===== config.mk =====
export PLATFORM = sky130hd
export DESIGN_NAME = fifo_wr_arbiter
export DESIGN_NICKNAME = d
export VERILOG_FILES = /design/src/rtl/fifo_wr_arbiter.sv
export SDC_FILE = /design/constraint.sdc
export NUM_CORES = 1
export LEC_CHECK = 0
export CELL_PAD_IN_SITES_DETAIL_PLACEMENT = 1
export CELL_PAD_IN_SITES_GLOBAL_PLACEMENT = 2
export CORE_MARGIN = 3
export CORE_UTILIZATION = 39
export CTS_BUF_LIST = sky130_fd_sc_hd__clkbuf_4 sky130_fd_sc_hd__clkbuf_8
export DETAILED_ROUTE_END_ITERATION = 6
export DONT_BUFFER_PORTS = 1
export GPL_ROUTABILITY_DRIVEN = 1
export PLACE_DENSITY_LB_ADDON = 0.3
export SETUP_SLACK_MARGIN = 0.2
export SYNTH_ARGS = -nofsm -noshare
export SYNTH_HDL_FRONTEND = slang
export SYNTH_SLANG_ARGS = --single-unit

===== constraint.sdc =====
create_clock -name clk -period 5.8 [get_ports clk]
set_input_delay 1.74 -clock clk [delete_from_list [all_inputs] [get_ports clk]]
set_output_delay 1.74 -clock clk [all_outputs]
set_load 0.01 [all_outputs]

===== src/rtl/fifo_wr_arbiter.sv =====
// Round-robin arbiter that hands one shared FIFO write port to one of NUM_REQ
// requesters for bursts of up to MAX_BURST beats, stalling on fifo_full.
module fifo_wr_arbiter #(
    parameter int NUM_REQ    = 4,
    parameter int DATA_WIDTH = 8,
    parameter int MAX_BURST  = 4
) (
    input  logic                          clk,
    input  logic                          rst,
    input  logic [NUM_REQ-1:0]            req,
    input  logic [NUM_REQ*DATA_WIDTH-1:0] req_data,
    output logic [NUM_REQ-1:0]            req_ack,
    output logic [NUM_REQ-1:0]            gnt,
    input  logic                          fifo_full,
    output logic                          fifo_wr_en,
    output logic [DATA_WIDTH-1:0]         fifo_din,
    output logic                          busy
);

    localparam int IDX_W = (NUM_REQ > 1) ? $clog2(NUM_REQ) : 1;
    localparam int SUM_W = IDX_W + 1;
    localparam int CNT_W = (MAX_BURST > 1) ? $clog2(MAX_BURST) : 1;
    localparam logic [IDX_W-1:0] LAST_REQ  = IDX_W'(NUM_REQ - 1);
    localparam logic [CNT_W-1:0] LAST_BEAT = CNT_W'(MAX_BURST - 1);
    localparam logic [SUM_W-1:0] NUM_REQ_S = SUM_W'(NUM_REQ);

    typedef enum logic {IDLE, GRANT} state_t;

    state_t             state, state_nxt;
    logic [IDX_W-1:0]   owner, owner_nxt;
    logic [IDX_W-1:0]   rr_ptr, rr_ptr_nxt;
    logic [CNT_W-1:0]   beat_cnt, beat_cnt_nxt;
    logic [NUM_REQ-1:0] gnt_nxt;
    logic               busy_nxt;

    logic [2*NUM_REQ-1:0] req_rot;
    logic [IDX_W-1:0]     sel_off, sel_idx;
    logic [SUM_W-1:0]     sel_sum;
    logic                 sel_vld;
    logic                 owner_req, beat, release_gnt;

    // Rotate so rr_ptr lands at bit 0, take the lowest set bit, then undo the rotation.
    always_comb begin
        req_rot = {req, req} >> rr_ptr;
        sel_vld = |req;
        sel_off = '0;
        for (int k = NUM_REQ - 1; k >= 0; k--) begin
            if (req_rot[k]) sel_off = IDX_W'(k);
        end
        sel_sum = {1'b0, rr_ptr} + {1'b0, sel_off};
        if (sel_sum >= NUM_REQ_S)
            sel_idx = IDX_W'(sel_sum - NUM_REQ_S);
        else
            sel_idx = sel_sum[IDX_W-1:0];
    end

    // rst gates the beat so a reset cycle mid-burst never writes.
    always_comb begin
        owner_req   = req[owner];
        beat        = (state == GRANT) && owner_req && !fifo_full && !rst;
        release_gnt = (state == GRANT) &&
                      (!owner_req || (beat && (beat_cnt == LAST_BEAT)));
    end

    always_ff @(posedge clk) begin
        if (rst) begin
            state    <= IDLE;
            owner    <= '0;
            rr_ptr   <= '0;
            beat_cnt <= '0;
            gnt      <= '0;
            busy     <= 1'b0;
        end else begin
            state    <= state_nxt;
            owner    <= owner_nxt;
            rr_ptr   <= rr_ptr_nxt;
            beat_cnt <= beat_cnt_nxt;
            gnt      <= gnt_nxt;
            busy     <= busy_nxt;
        end
    end

    always_comb begin
        state_nxt    = state;
        owner_nxt    = owner;
        rr_ptr_nxt   = rr_ptr;
        beat_cnt_nxt = beat_cnt;
        gnt_nxt      = gnt;
        busy_nxt     = busy;
        case (state)
            IDLE: begin
                if (sel_vld) begin
                    state_nxt    = GRANT;
                    owner_nxt    = sel_idx;
                    beat_cnt_nxt = '0;
                    gnt_nxt      = NUM_REQ'(1) << sel_idx;
                    busy_nxt     = 1'b1;
                end
            end
            GRANT: begin
                if (release_gnt) begin
                    state_nxt    = IDLE;
                    gnt_nxt      = '0;
                    busy_nxt     = 1'b0;
                    beat_cnt_nxt = '0;
                    rr_ptr_nxt   = (owner == LAST_REQ) ? '0 : owner + IDX_W'(1);
                end else if (beat) begin
                    beat_cnt_nxt = beat_cnt + CNT_W'(1);
                end
            end
            default: begin
                state_nxt = IDLE;
                gnt_nxt   = '0;
                busy_nxt  = 1'b0;
            end
        endcase
    end

    always_comb begin
        fifo_wr_en = beat;
        req_ack    = '0;
        if (beat) req_ack[owner] = 1'b1;
        if (state == GRANT)
            fifo_din = req_data[owner*DATA_WIDTH +: DATA_WIDTH];
        else
            fifo_din = '0;
    end

endmodule


==> qor.csv <==
stage,metric,value,unit
timing,max_slew headroom,47.9,%
floorplan,die area,3430,um2
yosys,mapped cell area,1080,um2
worst_setup_path,WP buf/inv,0,
grt,largest net degree at the start of global routing,17,
floorplan,Core Rows,18,
finish,synth-to-layout area growth,2.21,%
yosys,Async SR Flop Fraction,0,%
timing,period utilisation layout,71.9,%
grt,Tot GR Track Use,14.6,%
worst_setup_path,Worst Setup End Kind,output port,
worst_setup_path,"slowest stage cell, crit path",mux2i_2,
clock_network,root buffer cell,clkbuf_4,
timing,final hold violation count,0,
yosys,Synth top area share,22.3,%
worst_setup_path,crit path cell chain,mux2i_1 -> mux2i_2 -> and3_1,
yosys,"top cells by count, synth","nor2_1, dfxtp_1, and2_1",
timing,setup violators final,0,
drt,total number of vias,831,
timing,Min Hold Slack,0.491,ns
worst_setup_path,CP Class,input pin to output port,
clock_network,Post-CTS Setup Inserts,0,
placed_design,HPWL Detailed,2030,um
finish,register area,240,um2
yosys,count of state elements after synthesis,12,
drt,TritonRoute pass-1 iters,4,
drt,DRC viols,0,
drt,Detail Route Antenna Nets,0,
drt,initial drt markers,41,
drt,vias per cell,6.20,
clock_network,Skew-Pair Late Insertion Delay,0.27,ns
floorplan,die width,58.5,um
clock_network,CTS resizes,0,
clock_network,H-tree depth,1,
timing,fin crit period,4.17,ns
hold_path,Hold Crit Class,flop to flop,
timing,clk_skew,0.00102,ns
placed_design,GP Congestion,0.658,
timing,RSZ-0062 raised after global routing,no,
grt,first-pass GRT wire length,3920,um
yosys,library cells used by synthesis,42,
drt,WL final,2500,um
finish,fraction of layout cells with a size suffix above 1,23.1,%
power_and_ir_drop,Switching Power,106,uW
run,max-capacitance violation count,0,
yosys,"count leader, synth",nor2_1,
floorplan,Starting Density,42.3,%
power_and_ir_drop,switch share,35.6,%
power_and_ir_drop,Leakage Power,0.000410,uW
grt,number of global-route vias before repair,837,
yosys,largest cells by area after synthesis,"dfxtp_1, mux4_2, ha_1, and2_1, nor2_1",
clock_network,hold_buf cts,0,
placed_design,Port Buffers,0,
placed_design,Placement Setup Slack,1.61,ns
power_and_ir_drop,worst vdd ir,0.195,mV
finish,fill cell count,296,
grt,GRT overflow,0,
yosys,Synth Net Count,152,
clock_network,"CTS clk-pin slew, worst paths",0.08,ns
timing,Worst Tran Pin Value,0.780,ns
floorplan,Core Box Area,2540,um2
worst_setup_path,WP data required,4.06,ns
worst_setup_path,"CP delay by family, top",multiplexers,
finish,Nets,150,
worst_setup_path,Critical Path Source Type,input pin,
yosys,"Top FF cell, synth",dfxtp_1,
timing,setup_tns,0,ns
power_and_ir_drop,Pwr Total,297,uW
timing,Fmax achieved,0.240,GHz
drt,Routed WL per cell,18.7,um
floorplan,# IOs,57,
power_and_ir_drop,Flop pwr share,41.7,%
power_and_ir_drop,Logic pwr share,35.8,%
yosys,Syn Area/Cell,10.1,um2
clock_network,clk buf depth,2,
clock_network,CTS tree,done,
floorplan,Die H,58.5,um
worst_setup_path,crit path max fanout,6,
yosys,sequential fraction of the synthesis area,22.3,%
worst_setup_path,"Arr. time, crit path",2.43,ns
yosys,cell count after synthesis,107,
clock_network,Sink Count,12,
worst_setup_path,Critical Path Max Stage Delay,0.34,ns
power_and_ir_drop,PD cells,270,nW/um2
yosys,Synth area leader,dfxtp_1,
timing,"Worst Setup Slack, final",1.63,ns
clock_network,TritonCTS Buffers,3,
finish,ANT cells,0,
grt,initial antenna violation count,0,
finish,area taken by multi-input logic gates,771,um2
power_and_ir_drop,internal power,191,uW
power_and_ir_drop,Clk pwr share,22.5,%
outcome,outcome,finished clean,
yosys,Post-synth EDFFs,0,
yosys,YS warnings,0,
timing,Slew Limit Fails,0,
==> placed cells by master (no fill, tap or decap), types with 3 or more instances in the layout <==
master    Yosys  final
inv_1         3      3
nor3_1        4      4
and3_1        4      4
mux2i_1       4      4
ha_1          6      6
mux4_2        8      8
nor2_1       14     14
and2_1        9      9
dfxtp_1      12     12
nand2_1       4      4
clkbuf_4      2      3
==> path summary, 6_finish.rpt <==
kind               start           to  slack (ns)  cells after the start
min reg2reg  beat_cnt[1]  beat_cnt[1]        0.49                      1
min          beat_cnt[1]  beat_cnt[1]        0.49                      1
max reg2reg     owner[0]  beat_cnt[0]        3.71                      5
max               req[3]   req_ack[1]        1.63                      3
==> state kept, by name (all words and copies together), names as in the netlist <==
register,count
gnt,4
beat_cnt,2
owner,2
rr_ptr,2
busy,1
state,1
==> cells by family after synthesis <==
kind of cell               Yosys count  share of synthesized area (%)
AOI/OAI and AO/OA                   17                           15.5
xor gates and xnor gates             2                           2.33
adders and majority gates            6                           6.98
buffers and inverters               11                           6.05
DFF                                 12                           22.3
muxes                               14                           22.8
and+or+nand+nor                     45                           24.1
==> layout make-up <==
class                      instances  area share (%)
clock buffer                       4            3.30
inverter                           4            1.37
multi-input combinational         84            70.1
sequential                        12            21.8
tap                               30            3.41
==> metrics by stage <==
step | utilization, % | std cells | area [um2]
final | 43.2 | 134 | 1100
after global routing | 43.2 | 134 | 1100
after CTS | 43.2 | 134 | 1100
after detailed placement | 41.8 | 130 | 1060
after global placement | 41.8 | 130 | 1060
after floorplan | - | 107 | 1080
==> power by group through the flow <==
stage / logic, uW / clock network (uW) / registers, uW
after floorplan: 112 / 0 / 108
after global placement: 106 / 0 / 126
after detailed placement: 108 / 0 / 127
after CTS: 109 / 67.8 / 125
after global routing: 119 / 73.8 / 129
final: 107 / 66.8 / 124
==> routing by layer <==
layer / global-route usage, % / share of wire (%) / vias up
li1: - / - / 398
met1: 18.2 / 40 / 394
met2: 25.2 / 49 / 39
met3: 4.61 / 11 / 0
met4: 1.99 / 0 / 0
met5: 0 / 0 / -
Power figures use the tool's default switching activity.
